--- config.mk ---
export PLATFORM = sky130hd
export DESIGN_NAME = uart_imem_loader
export DESIGN_NICKNAME = d
export VERILOG_FILES = /design/src/rtl/uart_imem_loader.sv
export SDC_FILE = /design/constraint.sdc
export NUM_CORES = 1
export LEC_CHECK = 0
export CORE_MARGIN = 2
export CORE_UTILIZATION = 55
export CTS_CLUSTER_DIAMETER = 150
export DETAILED_ROUTE_END_ITERATION = 10
export GPL_TIMING_DRIVEN = 0
export PLACE_DENSITY = 0.73
export SLEW_MARGIN = 20
export SYNTH_ARGS = -nofsm -noshare
export SYNTH_HDL_FRONTEND = slang
export SYNTH_SLANG_ARGS = --single-unit
--- constraint.sdc ---
create_clock -name CLK -period 5.9 [get_ports CLK]
set_input_delay 1.18 -clock CLK [delete_from_list [all_inputs] [get_ports CLK]]
set_output_delay 1.18 -clock CLK [all_outputs]
set_load 0.02 [all_outputs]
--- src/rtl/uart_imem_loader.sv ---
// Purpose: boot loader that receives a length-prefixed program image over UART (8N1) and writes it into instruction memory.
// Latency: stop-bit sample -> IMEM_WE is 1 cycle; final IMEM_WE -> CORE_RESET low / BOOT_DONE high is 1 cycle.
// Backpressure: none; the serial line cannot be stalled, so every accepted byte is consumed on the cycle it completes.
//
// Ports:
//   CLK, RST      system clock (rising edge) and asynchronous active-high reset
//   UART_RX       serial input, idle high, 8N1, LSB first
//   IMEM_ADDR     instruction memory word address (holds between writes)
//   IMEM_WDATA    instruction memory write data (holds between writes)
//   IMEM_WE       single-cycle write strobe
//   CORE_RESET    high while the image is still loading
//   BOOT_DONE     sticky, high once the whole image has been written
//   FRAME_ERR     sticky, set by any byte whose stop bit sampled low
module uart_imem_loader #(
    parameter int CLKS_PER_BIT = 217,
    parameter int ADDR_W       = 10,
    parameter int DATA_W       = 32
) (
    input  logic              CLK,
    input  logic              RST,
    input  logic              UART_RX,
    output logic [ADDR_W-1:0] IMEM_ADDR,
    output logic [DATA_W-1:0] IMEM_WDATA,
    output logic              IMEM_WE,
    output logic              CORE_RESET,
    output logic              BOOT_DONE,
    output logic              FRAME_ERR
);

    localparam int CNT_W     = $clog2(CLKS_PER_BIT);
    localparam int LEN_W     = ADDR_W + 1;
    localparam int MAX_WORDS = 1 << ADDR_W;
    localparam logic [CNT_W-1:0] CNT_FULL = CNT_W'(CLKS_PER_BIT - 1);
    localparam logic [CNT_W-1:0] CNT_HALF = CNT_W'(CLKS_PER_BIT / 2 - 1);

    typedef enum logic [1:0] {RX_IDLE, RX_START, RX_DATA, RX_STOP} rx_state_t;
    typedef enum logic [1:0] {LEN_LO, LEN_HI, DATA, DONE} ld_state_t;

    // ---------------- state ----------------
    logic              rx_s1_q, rx_s2_q;
    rx_state_t         rx_state_q, rx_state_d;
    logic [CNT_W-1:0]  rx_cnt_q, rx_cnt_d;
    logic [2:0]        rx_bit_q, rx_bit_d;
    logic [7:0]        rx_shift_q, rx_shift_d;
    logic              frame_err_q, frame_err_d;

    ld_state_t         ld_state_q, ld_state_d;
    logic [7:0]        len_lo_q, len_lo_d;
    logic [LEN_W-1:0]  count_q, count_d;
    logic [LEN_W-1:0]  wcnt_q, wcnt_d;
    logic [1:0]        byte_idx_q, byte_idx_d;
    logic [DATA_W-9:0] asm_q, asm_d;
    logic [ADDR_W-1:0] addr_q, addr_d;
    logic [DATA_W-1:0] wdata_q, wdata_d;
    logic              we_q, we_d;
    logic              core_reset_q, core_reset_d;
    logic              boot_done_q, boot_done_d;

    logic              rx_sync;
    logic              byte_vld;
    logic [15:0]       len_full;

    assign rx_sync = rx_s2_q;

    // ---------------- UART receiver ----------------
    always_comb begin
        rx_state_d  = rx_state_q;
        rx_cnt_d    = rx_cnt_q + 1'b1;
        rx_bit_d    = rx_bit_q;
        rx_shift_d  = rx_shift_q;
        frame_err_d = frame_err_q;
        byte_vld    = 1'b0;
        case (rx_state_q)
            RX_IDLE: begin
                rx_cnt_d = '0;
                if (!rx_sync) begin
                    rx_state_d = RX_START;
                end
            end
            RX_START: begin
                // Half a bit in: a line that has gone high again was a glitch.
                if (rx_cnt_q == CNT_HALF) begin
                    rx_cnt_d = '0;
                    rx_bit_d = '0;
                    rx_state_d = rx_sync ? RX_IDLE : RX_DATA;
                end
            end
            RX_DATA: begin
                if (rx_cnt_q == CNT_FULL) begin
                    rx_cnt_d   = '0;
                    rx_shift_d = {rx_sync, rx_shift_q[7:1]};
                    rx_bit_d   = rx_bit_q + 1'b1;
                    if (rx_bit_q == 3'd7) begin
                        rx_state_d = RX_STOP;
                    end
                end
            end
            RX_STOP: begin
                // Return to idle right at the stop sample so a back-to-back
                // start bit is not missed.
                if (rx_cnt_q == CNT_FULL) begin
                    rx_cnt_d   = '0;
                    rx_state_d = RX_IDLE;
                    if (rx_sync) begin
                        byte_vld = 1'b1;
                    end else begin
                        frame_err_d = 1'b1;
                    end
                end
            end
            default: rx_state_d = RX_IDLE;
        endcase
    end

    // ---------------- image loader ----------------
    always_comb begin
        ld_state_d   = ld_state_q;
        len_lo_d     = len_lo_q;
        count_d      = count_q;
        wcnt_d       = wcnt_q;
        byte_idx_d   = byte_idx_q;
        asm_d        = asm_q;
        addr_d       = addr_q;
        wdata_d      = wdata_q;
        we_d         = 1'b0;
        core_reset_d = core_reset_q;
        boot_done_d  = boot_done_q;
        len_full     = {rx_shift_q, len_lo_q};
        case (ld_state_q)
            LEN_LO: begin
                if (byte_vld) begin
                    len_lo_d   = rx_shift_q;
                    ld_state_d = LEN_HI;
                end
            end
            LEN_HI: begin
                if (byte_vld) begin
                    if (len_full == 16'd0) begin
                        ld_state_d   = DONE;
                        core_reset_d = 1'b0;
                        boot_done_d  = 1'b1;
                    end else begin
                        // The image can never exceed the memory depth.
                        if (32'(len_full) > MAX_WORDS) begin
                            count_d = LEN_W'(MAX_WORDS);
                        end else begin
                            count_d = LEN_W'(len_full);
                        end
                        wcnt_d     = '0;
                        byte_idx_d = '0;
                        ld_state_d = DATA;
                    end
                end
            end
            DATA: begin
                // Strobe cycle: the address moves on only after the write.
                if (we_q) begin
                    addr_d = addr_q + 1'b1;
                    wcnt_d = wcnt_q + 1'b1;
                    if (wcnt_d == count_q) begin
                        ld_state_d   = DONE;
                        core_reset_d = 1'b0;
                        boot_done_d  = 1'b1;
                    end
                end
                // Little-endian assembly: earlier bytes shift toward bit 0.
                if (byte_vld) begin
                    byte_idx_d = byte_idx_q + 1'b1;
                    if (byte_idx_q == 2'd3) begin
                        we_d    = 1'b1;
                        wdata_d = {rx_shift_q, asm_q};
                    end else begin
                        asm_d = {rx_shift_q, asm_q[DATA_W-9:8]};
                    end
                end
            end
            DONE: begin
                // Terminal until RST; further serial traffic is ignored.
            end
            default: ld_state_d = LEN_LO;
        endcase
    end

    // ---------------- registers ----------------
    always_ff @(posedge CLK or posedge RST) begin
        if (RST) begin
            rx_s1_q      <= 1'b1;
            rx_s2_q      <= 1'b1;
            rx_state_q   <= RX_IDLE;
            rx_cnt_q     <= '0;
            rx_bit_q     <= '0;
            rx_shift_q   <= '0;
            frame_err_q  <= 1'b0;
            ld_state_q   <= LEN_LO;
            len_lo_q     <= '0;
            count_q      <= '0;
            wcnt_q       <= '0;
            byte_idx_q   <= '0;
            asm_q        <= '0;
            addr_q       <= '0;
            wdata_q      <= '0;
            we_q         <= 1'b0;
            core_reset_q <= 1'b1;
            boot_done_q  <= 1'b0;
        end else begin
            rx_s1_q      <= UART_RX;
            rx_s2_q      <= rx_s1_q;
            rx_state_q   <= rx_state_d;
            rx_cnt_q     <= rx_cnt_d;
            rx_bit_q     <= rx_bit_d;
            rx_shift_q   <= rx_shift_d;
            frame_err_q  <= frame_err_d;
            ld_state_q   <= ld_state_d;
            len_lo_q     <= len_lo_d;
            count_q      <= count_d;
            wcnt_q       <= wcnt_d;
            byte_idx_q   <= byte_idx_d;
            asm_q        <= asm_d;
            addr_q       <= addr_d;
            wdata_q      <= wdata_d;
            we_q         <= we_d;
            core_reset_q <= core_reset_d;
            boot_done_q  <= boot_done_d;
        end
    end

    assign IMEM_ADDR  = addr_q;
    assign IMEM_WDATA = wdata_q;
    assign IMEM_WE    = we_q;
    assign CORE_RESET = core_reset_q;
    assign BOOT_DONE  = boot_done_q;
    assign FRAME_ERR  = frame_err_q;

endmodule

==> flow_metrics.py <==
metrics = {
    "status": {
        "status": "finished clean",
    },
    "pwr": {
        "power_frac_clock": 0.529,
        "p_sw_frac": 0.211,
        "power_density_mw_per_mm2": 270,
        "p_int_mw": 1.50,
        "p_comb_frac": 0.011,
        "leakagePower_nw": 3.31,
        "p_sw_uw": 401,
        "vdd_drop_max_mv": 0.338,
        "pwr-share-seq": 0.460,
    },
    "route": {
        "route.detailed.drc": 0,
        "routedWlPerCell_um": 16.7,
        "via_per_inst": 5.58,
        "routed-via-count": 3731,
        "wl_um": 11200,
        "firstDrtPassIters": 4,
        "drtIter0Drc": 128,
        "antenna_left": 0,
    },
    "cts": {
        "clk_path_buf_depth": 2,
        "post_cts_buffers": 0,
        "root_buffer": "clkbuf_8",
        "insertion_delay_ns": 0.52,
        "cts_tree": "done",
        "cts_inserted_buffers": 17,
        "cts_resized": 0,
        "clkSlewWorstSetupHoldPaths_ns": 0.06,
        "ctsHoldBuffers": 0,
        "clock-sinks": 127,
        "htree_levels": 4,
    },
    "worst_setup_path": {
        "cp_slowest_cell": "clkdlybuf4s50_1",
        "critPathKind": "register to output port",
        "start_kind": "register",
        "cp_max_fo": 5,
        "path_buf_inv": 1,
        "critPathRequiredTime_ns": 4.72,
        "critical_path.top_delay_family": "buffers and inverters",
        "r2r_start": "ld_state_q[0]$_DFFE_PP0P_",
        "crit_arrival_ns": 1.65,
        "cp-end-kind": "output port",
        "crit_chain": "clkdlybuf4s50_1",
        "crit_path_max_incr_delay_ns": 0.65,
        "critPathLaunch": "IMEM_WE$_DFF_PP0_",
    },
    "floorplanning": {
        "rows": 37,
        "start_util": 0.564,
        "chipHeight_um": 106,
        "die_width_um": 106,
        "dieArea_mm2": 0.0113,
        "ios": 49,
        "core_area_mm2": 0.0102,
    },
    "synthesis": {
        "synth_edf_count": 0,
        "yosys.area.top_type_share": 0.538,
        "synth.area.top_cells": "dfrtp_1 54%, mux2_2 13%, xnor2_1 2.6%, ha_1 2.4%, nor2_1 1.8%",
        "ys_seq_area_frac": 0.552,
        "synth_seq_cells": 127,
        "syn_area_mm2": 0.00577,
        "synth_cell_types": 69,
        "syn_inst": 452,
        "synthArstFlopShare": 1.00,
        "syn_area_per_cell_um2": 12.8,
        "synthFlopType": "dfrtp_1",
        "yosysWarningCount": 0,
        "syn_nets": 466,
        "synth_top_area_cell": "dfrtp_1",
    },
    "placed_design": {
        "portBuffers": 48,
        "place_area_mm2": 0.00645,
        "gp_congestion": 0.833,
        "placed_cells": 637,
        "hpwl_um": 7530,
    },
    "layout": {
        "stdcell_count": 669,
        "area_delta_synth_final_pct": 21.9,
        "final_common_cell": "dfrtp_1",
        "final_cell_area_mm2": 0.00703,
        "layout_common_cells": "124 x dfrtp_1, 67 x mux2_2, 48 x clkdlybuf4s50_1",
        "nets": 534,
        "seq_area_mm2": 0.00318,
        "drive_gt1_frac": 0.268,
        "fillers": 741,
        "multiInputGateArea_mm2": 0.00244,
        "antenna_cells": 0,
    },
    "global_routing": {
        "grt_pass1_wl_um": 19400,
        "grt_overflow": 0,
        "grt_max_degree": 77,
        "grt_pass1_vias": 3982,
        "grt_use_total": 0.219,
        "antenna_found_initial": 0,
    },
    "sta": {
        "tightest_slew_ns": 0.562,
        "fin_crit_ns": 2.83,
        "finClkSkew_ns": 0.0103,
        "max_freq_mhz": 353,
        "maxSlewHeadroom": 0.623,
        "finalMaxSlewViolations": 0,
        "finalHoldViolCount": 0,
        "rsz0062_at_grt": "false",
        "setup_viol": 0,
        "fin_crit_sh": 0.480,
    },
    "min_path": {
        "hold_path_startpoint": "rx_s1_q$_DFF_PP1_",
        "min_path_type": "register to register",
    },
    "run": {
        "cap_violations": 0,
    },
}
## logic make-up (layout without fill, tap and decap cells)
family,after synthesis,in the layout,share of synthesized area
AOI/OAI and AO/OA,62,62,0.0825
adders and majority gates,11,11,0.0239
and+or+nand+nor,115,115,0.122
buffers and inverters,31,112,0.0247
xor gates and xnor gates,27,27,0.0410
muxes,79,79,0.155
DFF,127,127,0.552
## Yosys cell counts (3+ instances only)
cell type / n
xnor2_1: 17
nor2_1: 28
ha_1: 11
buf_4: 3
nand2_1: 21
nor4_4: 3
clkbuf_1: 4
o21ai_0: 7
o31ai_1: 4
a22o_1: 11
mux2_2: 67
inv_1: 10
o21ai_1: 7
nand3_1: 13
xor2_1: 10
a31oi_1: 3
nor3_1: 5
dfrtp_1: 124
nand4_1: 6
o41ai_1: 5
dfstp_2: 3
a21oi_1: 4
a21o_1: 3
mux2_1: 9
nor2b_1: 3
buf_2: 12
nand2_2: 3
nor4_1: 4
## final cells by class
| type | instances | area share |
|---|---|---|
| Sequential cell | 127 | 0.453 |
| Multi-Input combinational cell | 294 | 0.347 |
| Timing Repair Buffer | 49 | 0.0723 |
| Clock buffer | 19 | 0.0628 |
| Tap cell | 136 | 0.0242 |
| Clock inverter | 13 | 0.0199 |
| Buffer | 20 | 0.0144 |
| Inverter | 11 | 0.00658 |
## layer usage
layer | vias to the layer above | global-route usage | wire length, µm
met5 | - | 0 | 0
met4 | 0 | 0.0827 | 214
met3 | 19 | 0.0558 | 395
met2 | 75 | 0.352 | 5530
met1 | 1872 | 0.287 | 5060
li1 | 1765 | - | -
## power by group through the flow
stage	Combinational, mW	Clock [mW]	Sequential (mW)
6_report	0.0212	1.01	0.873
5_1_grt	0.0253	1.07	0.873
4_1_cts	0.0228	1.02	0.873
3_5_place_dp	0.0227	0	0.889
3_3_place_gp	0.0192	0	0.889
2_1_floorplan	0.0137	0	0.889
## worst register-to-register path: cells and delay by family (launching register included)
family / cells / cell delay (ns)
AND/OR/NAND/NOR: 1 / 0.52
flip-flops: 1 / 0.40
buffers and inverters: 4 / 0.98
multiplexers: 1 / 0.36
adder cells (fa/ha/maj): 1 / 0.15
## through the flow
stage	setup TNS, ns	power, mW	setup WS (ns)	util	hold slack (ns)
finish	0	1.90	3.07	0.687	0.352
global route	0	1.96	3.03	0.687	0.360
CTS	0	1.92	3.02	0.687	0.352
detailed placement	0	0.911	3.34	0.630	0.347
global placement	-29.92	0.908	-0.252	0.627	0.347
floorplan	0	0.902	1.34	-	0.345
## state kept, by name, indices dropped and copies added, names as in the netlist, 2 cells and up, named ones only
register / count
IMEM_ADDR: 10
rx_cnt_q: 8
asm_q: 24
count_q: 11
rx_shift_q: 8
rx_bit_q: 3
ld_state_q: 2
wcnt_q: 11
byte_idx_q: 2
IMEM_WDATA: 32
len_lo_q: 8
## final timing paths
| check | endpoint | cells after the start | slack, ns |
|---|---|---|---|
| worst max-delay path | IMEM_WE | 1 | 3.07 |
| worst min-delay path | rx_s2_q$_DFF_PP1_ | 0 | 0.35 |
| worst max register to register | asm_q[0]$_DFFE_PP0P_ | 7 | 3.37 |
| worst min register to register | rx_s2_q$_DFF_PP1_ | 0 | 0.35 |
| max in group asynchronous | rx_s1_q$_DFF_PP1_ | 3 | 4.06 |
| min in group asynchronous | asm_q[0]$_DFFE_PP0P_ | 2 | 1.08 |
Power figures use the tool's default switching activity.
